File: src/rtl/ctrl_pkg.sv
// ctrl_pkg: shared definitions for the multi-cycle control unit.
//   - field widths (opcode/funct, aluop)
//   - FSM state encoding (visible on state_o for debug)
//   - opcode, funct and aluop constants of the supported MIPS-like subset
package ctrl_pkg;

  localparam int OPW  = 6;  // opcode / funct field width
  localparam int ALUW = 3;  // aluop width

  typedef enum logic [2:0] {
    S_IDLE   = 3'd0,
    S_FETCH  = 3'd1,
    S_DECODE = 3'd2,
    S_EXEC   = 3'd3,
    S_MEM    = 3'd4,
    S_WB     = 3'd5,
    S_HALT   = 3'd6,
    S_TRAP   = 3'd7
  } state_t;

  // Opcodes (instr[31:26])
  localparam logic [OPW-1:0] OP_RTYPE = 6'b000000;
  localparam logic [OPW-1:0] OP_LW    = 6'b100011;
  localparam logic [OPW-1:0] OP_SW    = 6'b101011;
  localparam logic [OPW-1:0] OP_BEQ   = 6'b000100;
  localparam logic [OPW-1:0] OP_ADDI  = 6'b001000;
  localparam logic [OPW-1:0] OP_HALT  = 6'b111111;

  // R-type funct codes (instr[5:0])
  localparam logic [OPW-1:0] FN_ADD = 6'b100000;
  localparam logic [OPW-1:0] FN_SUB = 6'b100010;
  localparam logic [OPW-1:0] FN_AND = 6'b100100;
  localparam logic [OPW-1:0] FN_OR  = 6'b100101;
  localparam logic [OPW-1:0] FN_SLT = 6'b101010;

  // ALU operation codes
  localparam logic [ALUW-1:0] ALU_ADD = 3'd0;
  localparam logic [ALUW-1:0] ALU_SUB = 3'd1;
  localparam logic [ALUW-1:0] ALU_AND = 3'd2;
  localparam logic [ALUW-1:0] ALU_OR  = 3'd3;
  localparam logic [ALUW-1:0] ALU_SLT = 3'd4;
  localparam logic [ALUW-1:0] ALU_NOP = 3'd7;

  // Instructions whose ALU B operand is the sign-extended immediate.
  function automatic logic uses_imm(input logic [OPW-1:0] op);
    return (op == OP_LW) || (op == OP_SW) || (op == OP_ADDI);
  endfunction

endpackage

File: src/rtl/ctrl_fsm_alu_dec.sv
// alu_dec: combinational decode of (op, funct) into the ALU operation
// and a legality flag for the supported subset.
//   op     in  opcode field
//   funct  in  funct field (only meaningful for R-type)
//   aluop  out ALU operation code (NOP when illegal)
//   legal  out 1 when op/funct is an executable instruction
// The halt opcode is reported as not legal here; the FSM tests it first.
module alu_dec
  import ctrl_pkg::*;
(
  input  logic [OPW-1:0]  op,
  input  logic [OPW-1:0]  funct,
  output logic [ALUW-1:0] aluop,
  output logic            legal
);

  always_comb begin
    aluop = ALU_NOP;
    legal = 1'b0;
    case (op)
      OP_RTYPE: begin
        case (funct)
          FN_ADD:  begin aluop = ALU_ADD; legal = 1'b1; end
          FN_SUB:  begin aluop = ALU_SUB; legal = 1'b1; end
          FN_AND:  begin aluop = ALU_AND; legal = 1'b1; end
          FN_OR:   begin aluop = ALU_OR;  legal = 1'b1; end
          FN_SLT:  begin aluop = ALU_SLT; legal = 1'b1; end
          default: begin aluop = ALU_NOP; legal = 1'b0; end
        endcase
      end
      OP_LW, OP_SW, OP_ADDI: begin
        aluop = ALU_ADD;  // address / immediate add
        legal = 1'b1;
      end
      OP_BEQ: begin
        aluop = ALU_SUB;  // compare by subtraction, ALU raises zero
        legal = 1'b1;
      end
      default: begin
        aluop = ALU_NOP;
        legal = 1'b0;
      end
    endcase
  end

endmodule

File: src/rtl/ctrl_fsm.sv
// ctrl_fsm: multi-cycle control unit for the MIPS-like datapath.
// Sequences IDLE -> FETCH -> DECODE -> EXEC [-> MEM] [-> WB] -> FETCH,
// with HALT and TRAP as terminal states left only through reset.
//   clk       in  system clock, rising edge
//   rst_n     in  asynchronous active-low reset
//   run       in  start strobe, only honoured in IDLE
//   instr     in  instruction word, decoded during DECODE
//   zero      in  ALU zero flag, used for beq in EXEC
//   br        out PC loads branch target
//   regdst    out write register select (1 = rd, 0 = rt)
//   enable    out register-file write enable
//   alusrc    out ALU B select (1 = immediate, 0 = rt)
//   aluop     out ALU operation code
//   pc_en     out PC <= PC+4
//   ir_load   out latch instruction register
//   mem_rd    out data memory read
//   mem_wr    out data memory write
//   memtoreg  out write-back source (1 = memory, 0 = ALU)
//   halted    out halt reached (sticky until reset)
//   err       out illegal instruction seen (sticky until reset)
//   state_o   out current state, for debug
// All outputs decode the registered state and latched op/funct only, so
// they drop together with the asynchronous reset. br additionally follows
// zero while in EXEC.
module ctrl_fsm
  import ctrl_pkg::*;
(
  input  logic            clk,
  input  logic            rst_n,
  input  logic            run,
  input  logic [31:0]     instr,
  input  logic            zero,
  output logic            br,
  output logic            regdst,
  output logic            enable,
  output logic            alusrc,
  output logic [ALUW-1:0] aluop,
  output logic            pc_en,
  output logic            ir_load,
  output logic            mem_rd,
  output logic            mem_wr,
  output logic            memtoreg,
  output logic            halted,
  output logic            err,
  output logic [2:0]      state_o
);

  state_t         state, state_next;
  logic [OPW-1:0] op_reg, funct_reg;

  logic [OPW-1:0]  dec_op, dec_funct;
  logic [ALUW-1:0] dec_aluop;
  logic            dec_legal;

  // Register fields between the opcode and funct are not used here.
  logic unused_instr_bits;
  assign unused_instr_bits = ^instr[25:6];

  // A single decoder serves both phases: in DECODE it looks at the live
  // instruction word for the TRAP decision, afterwards at the latched copy
  // so that EXEC outputs never depend on instr directly.
  assign dec_op    = (state == S_DECODE) ? instr[31:26] : op_reg;
  assign dec_funct = (state == S_DECODE) ? instr[5:0]   : funct_reg;

  alu_dec u_alu_dec (
    .op    (dec_op),
    .funct (dec_funct),
    .aluop (dec_aluop),
    .legal (dec_legal)
  );

  always_ff @(posedge clk or negedge rst_n) begin
    if (!rst_n) begin
      state     <= S_IDLE;
      op_reg    <= '0;
      funct_reg <= '0;
    end else begin
      state <= state_next;
      if (state == S_DECODE) begin
        op_reg    <= instr[31:26];
        funct_reg <= instr[5:0];
      end
    end
  end

  // Next-state logic
  always_comb begin
    state_next = state;
    case (state)
      S_IDLE:   state_next = run ? S_FETCH : S_IDLE;
      S_FETCH:  state_next = S_DECODE;
      S_DECODE: begin
        if (dec_op == OP_HALT)
          state_next = S_HALT;
        else if (!dec_legal)
          state_next = S_TRAP;
        else
          state_next = S_EXEC;
      end
      S_EXEC: begin
        if (op_reg == OP_LW || op_reg == OP_SW)
          state_next = S_MEM;
        else if (op_reg == OP_BEQ)
          state_next = S_FETCH;
        else
          state_next = S_WB;  // R-type, addi
      end
      S_MEM:    state_next = (op_reg == OP_LW) ? S_WB : S_FETCH;
      S_WB:     state_next = S_FETCH;
      S_HALT:   state_next = S_HALT;
      S_TRAP:   state_next = S_TRAP;
      default:  state_next = S_IDLE;
    endcase
  end

  // Output decode
  always_comb begin
    br       = 1'b0;
    regdst   = 1'b0;
    enable   = 1'b0;
    alusrc   = 1'b0;
    aluop    = '0;
    pc_en    = 1'b0;
    ir_load  = 1'b0;
    mem_rd   = 1'b0;
    mem_wr   = 1'b0;
    memtoreg = 1'b0;
    halted   = 1'b0;
    err      = 1'b0;
    case (state)
      S_FETCH: begin
        ir_load = 1'b1;
        pc_en   = 1'b1;
      end
      S_EXEC: begin
        aluop  = dec_aluop;
        alusrc = uses_imm(op_reg);
        br     = (op_reg == OP_BEQ) && zero;
      end
      S_MEM: begin
        mem_rd = (op_reg == OP_LW);
        mem_wr = (op_reg == OP_SW);
      end
      S_WB: begin
        enable   = 1'b1;
        regdst   = (op_reg == OP_RTYPE);
        memtoreg = (op_reg == OP_LW);
      end
      S_HALT:  halted = 1'b1;
      S_TRAP:  err    = 1'b1;
      default: ;
    endcase
  end

  assign state_o = state;

endmodule

File: config.mk
export PLATFORM = sky130hd
export DESIGN_NAME = ctrl_fsm
export DESIGN_NICKNAME = d
export VERILOG_FILES = /design/src/rtl/ctrl_pkg.sv /design/src/rtl/ctrl_fsm_alu_dec.sv /design/src/rtl/ctrl_fsm.sv
export SDC_FILE = /design/constraint.sdc
export NUM_CORES = 1
export LEC_CHECK = 0
export CAP_MARGIN = 20
export CORE_MARGIN = 1.5
export CORE_UTILIZATION = 35
export CTS_CLUSTER_DIAMETER = 80
export DETAILED_ROUTE_END_ITERATION = 16
export PLACE_DENSITY_LB_ADDON = 0.12
export REMOVE_ABC_BUFFERS = 1
export SLEW_MARGIN = 10
export SYNTH_ARGS = -nofsm -noshare
export SYNTH_HDL_FRONTEND = slang
export SYNTH_HIERARCHICAL = 1
export SYNTH_SLANG_ARGS = --single-unit
export TNS_END_PERCENT = 1
File: constraint.sdc
create_clock -name clk -period 2.4 [get_ports clk]
set_clock_uncertainty 0.1 [all_clocks]
set_input_delay 0.48 -clock clk [delete_from_list [all_inputs] [get_ports clk]]
set_output_delay 0.48 -clock clk [all_outputs]
set_load 0.02 [all_outputs]
==> key figures <==
Worst setup path
  • Critical path type: register to output port
  • CP dominant cell by count: buf_6
  • Setup crit start kind: register
  • CP Cell Sequence: inv_4 > and3_4 > buf_6 > mux2_4 > nor2_4 > a21oi_1 > or3_1 > a21oi_2 > and2_4 > buf_6
  • CP endpoint kind: output port
  • R2R cell count: 12
  • CP top delay family: simple AND/OR/NAND/NOR gates
  • Critical-path top delay cell: dfrtp_1
  • Capturing point of the worst reg2reg path: state_o[2]
  • Worst path required time: 1.82 ns
  • R2r setup slk: -0.10 ns
  • Worst-path maximum fanout: 5
  • CP max stage delay: 0.43 ns
  • Data arrival, critical path: 2.38 ns
  • Reg2reg start: state_o[2]
  • Worst path buffer plus inverter count: 3

Status
  • Failing checks: setup timing
  • Outcome: finished with violations

Cells and area
  • Most frequent cells in the layout: buf_4, clkdlybuf4s50_1, dfrtp_1
  • Post-route cell area: 1600 sq um
  • Layout area overhead: 59.8%
  • Antenna cell count: 0
  • Layout net count: 198
  • Share of post-route cells with drive strength above 1: 41.6%
  • Post-route non-filler standard cell count: 192
  • Commonest non-fill, non-tap cell in the layout: buf_4

Yosys
  • Sequential cell area fraction in the yosys report: 37.5%
  • Top FF cell, synth: dfrtp_1
  • Unique cell type count in the Yosys netlist: 34
  • #FFs+latches synth: 15
  • Post-synth EDFFs: 0
  • Post-synthesis average cell area: 9.83 sq um
  • Post-synthesis cell count: 102
  • Synth Cell Area: 1000 sq um
  • Syn. warnings: 6
  • Async set or reset register ratio after synthesis: 100%

Floorplanning
  • Rows: 19
  • Effective utilization at floorplan: 36.7%
  • Die footprint: 3190 sq um
  • Die X: 56.5 microns
  • Chip height: 56.5 microns
  • Core Footprint: 2730 sq um
  • Ports: 53

STA
  • Fin. Hold Viols: 0
  • Final-report max-slew violation count: 0
  • Final worst slack: -0.563 ns
  • Minimum clock period: 2.96 ns
  • Setup_tns: -1.68 ns
  • Fmax: 337 MHz
  • WHS: 0.397 ns
  • Relative slew slack: 78.6%
  • Setup violations, final: 4
  • Tcrit/Tclk final: 123%
  • Worst slew pin tran: 0.319 ns
  • RSZ-0062 raised after global routing: yes

Placed design
  • Buffers added on ports: 32
  • Final RePlAce weighted congestion: 0.850
  • Dpl hpwl: 1960 microns
  • Placed Area: 1510 sq um
  • Post-placement cell count: 184

Drt
  • Detail Route Antenna Nets: 0
  • Post-DR vias/cell: 5.20
  • Drt initial violations: 30
  • Final wirelength: 2830 microns
  • DRT Pass-1 Iters: 4
  • Drt wl/cell: 14.7 microns
  • Via count: 998
  • # DRC: 0

GRT
  • All-Layer GR Usage: 18.5%
  • Pin count of the biggest net entering global routing: 16
  • Global-route wire length before repair: 4560 microns
  • Vias in the first global route: 1002
  • Initial antenna violation count: 0
  • Grt ovf: 0

Power
  • Peak VDD IR: 0.793 mV
  • Final Power: 2090 uW
  • Cell Pwr Density: 1310 nW/um^2
  • Pleak: 0.000721 uW

Flow run
  • Max-cap violations: 0

Clock tree
  • Clk slew on worst S/H paths: 0.10 ns
  • CTS Hold Bufs: 0
  • Root buffer cell: clkbuf_4
  • TritonCTS clock tree: done
  • CTS H-tree lvls: 1
  • Inserted Clock Buffers: 3
  • CTS sink cnt: 15
  • Max Buffers Root-to-Sink: 2
  • Worst-Skew Late Latency: 0.29 ns

Hold path
  • Hold Path Class: primary input to async pin
==> worst max-delay path by stage <==
stage / startpoint / to / slack, ns / cells past startpoint
after floorplan: state_o[0] / aluop[1] / -0.39 / 7
after global routing: state_o[2] / aluop[0] / -0.66 / 10
final: state_o[2] / aluop[0] / -0.56 / 10
after global placement: instr[4] / aluop[1] / -0.76 / 7
after CTS: state_o[2] / aluop[0] / -0.55 / 9
after detailed placement: instr[4] / aluop[1] / -0.78 / 7
==> repair_timing <==
item / 4_1_cts / 5_1_grt
gates cloned: 1 / 0
hold endpoints to repair: 0 / 0
pin swaps: 4 / 4
setup endpoints to repair: 12 / 9
gates resized for setup: 41 / 18
setup buffers: 1 / 2
==> synthesized netlist by cell type, drive strengths merged, types with 2 or more instances <==
master,number,area [sq um]
a211oi,4,30.0
a21oi,5,25.0
and2,3,18.8
and3,4,30.0
and4,2,17.5
buf,5,40.0
dfrtp,15,375
inv,4,17.5
mux2,12,173
nand2,8,30.0
nand2b,3,18.8
nand3,3,15.0
nand4b,2,17.5
nor2,9,33.8
nor3,7,35.0
nor4,2,27.5
o21ai,3,15.0
==> area by class of cell <==
cell class	count	area, sq um
fillers	254	1130
clock inverters	1	5.00
repair buffers	60	508
flip-flops and latches	15	375
well taps	31	38.8
clock buffers	3	22.5
inverters	4	17.5
multi-input cells	78	634
==> metal layers <==
metal,up-vias,share of wire [%],GRT usage [%]
li1,486,-,-
met1,484,44,21.9
met2,22,51,33.6
met3,6,2.7,2.30
met4,0,1.9,7.48
met5,-,0,0
==> logic make-up (layout without fill, tap and decap cells) <==
logic type / Yosys count / after routing / synth area share (%)
buffers and inverters: 10 / 68 / 6.12
AOI/OAI and AO/OA: 16 / 16 / 10.1
muxes: 13 / 13 / 18.2
DFF: 15 / 15 / 37.5
xor gates and xnor gates: 1 / 1 / 0.874
and+or+nand+nor: 47 / 48 / 27.2
==> where the power goes <==
group	internal (uW)	switching (uW)
sequential	382	70.9
clock	62.1	93.6
combinational	769	716
total	1210	881
==> through the flow <==
| stage | setup slack, ns | util (%) |
|---|---|---|
| 6_report | -0.563 | 58.6 |
| 5_1_grt | -0.656 | 58.6 |
| 4_1_cts | -0.546 | 56.7 |
| 3_5_place_dp | -0.780 | 55.1 |
| 3_3_place_gp | -0.765 | 55.1 |
| 2_1_floorplan | -0.386 | - |
Note: power is estimated with default switching activity, not from simulation.
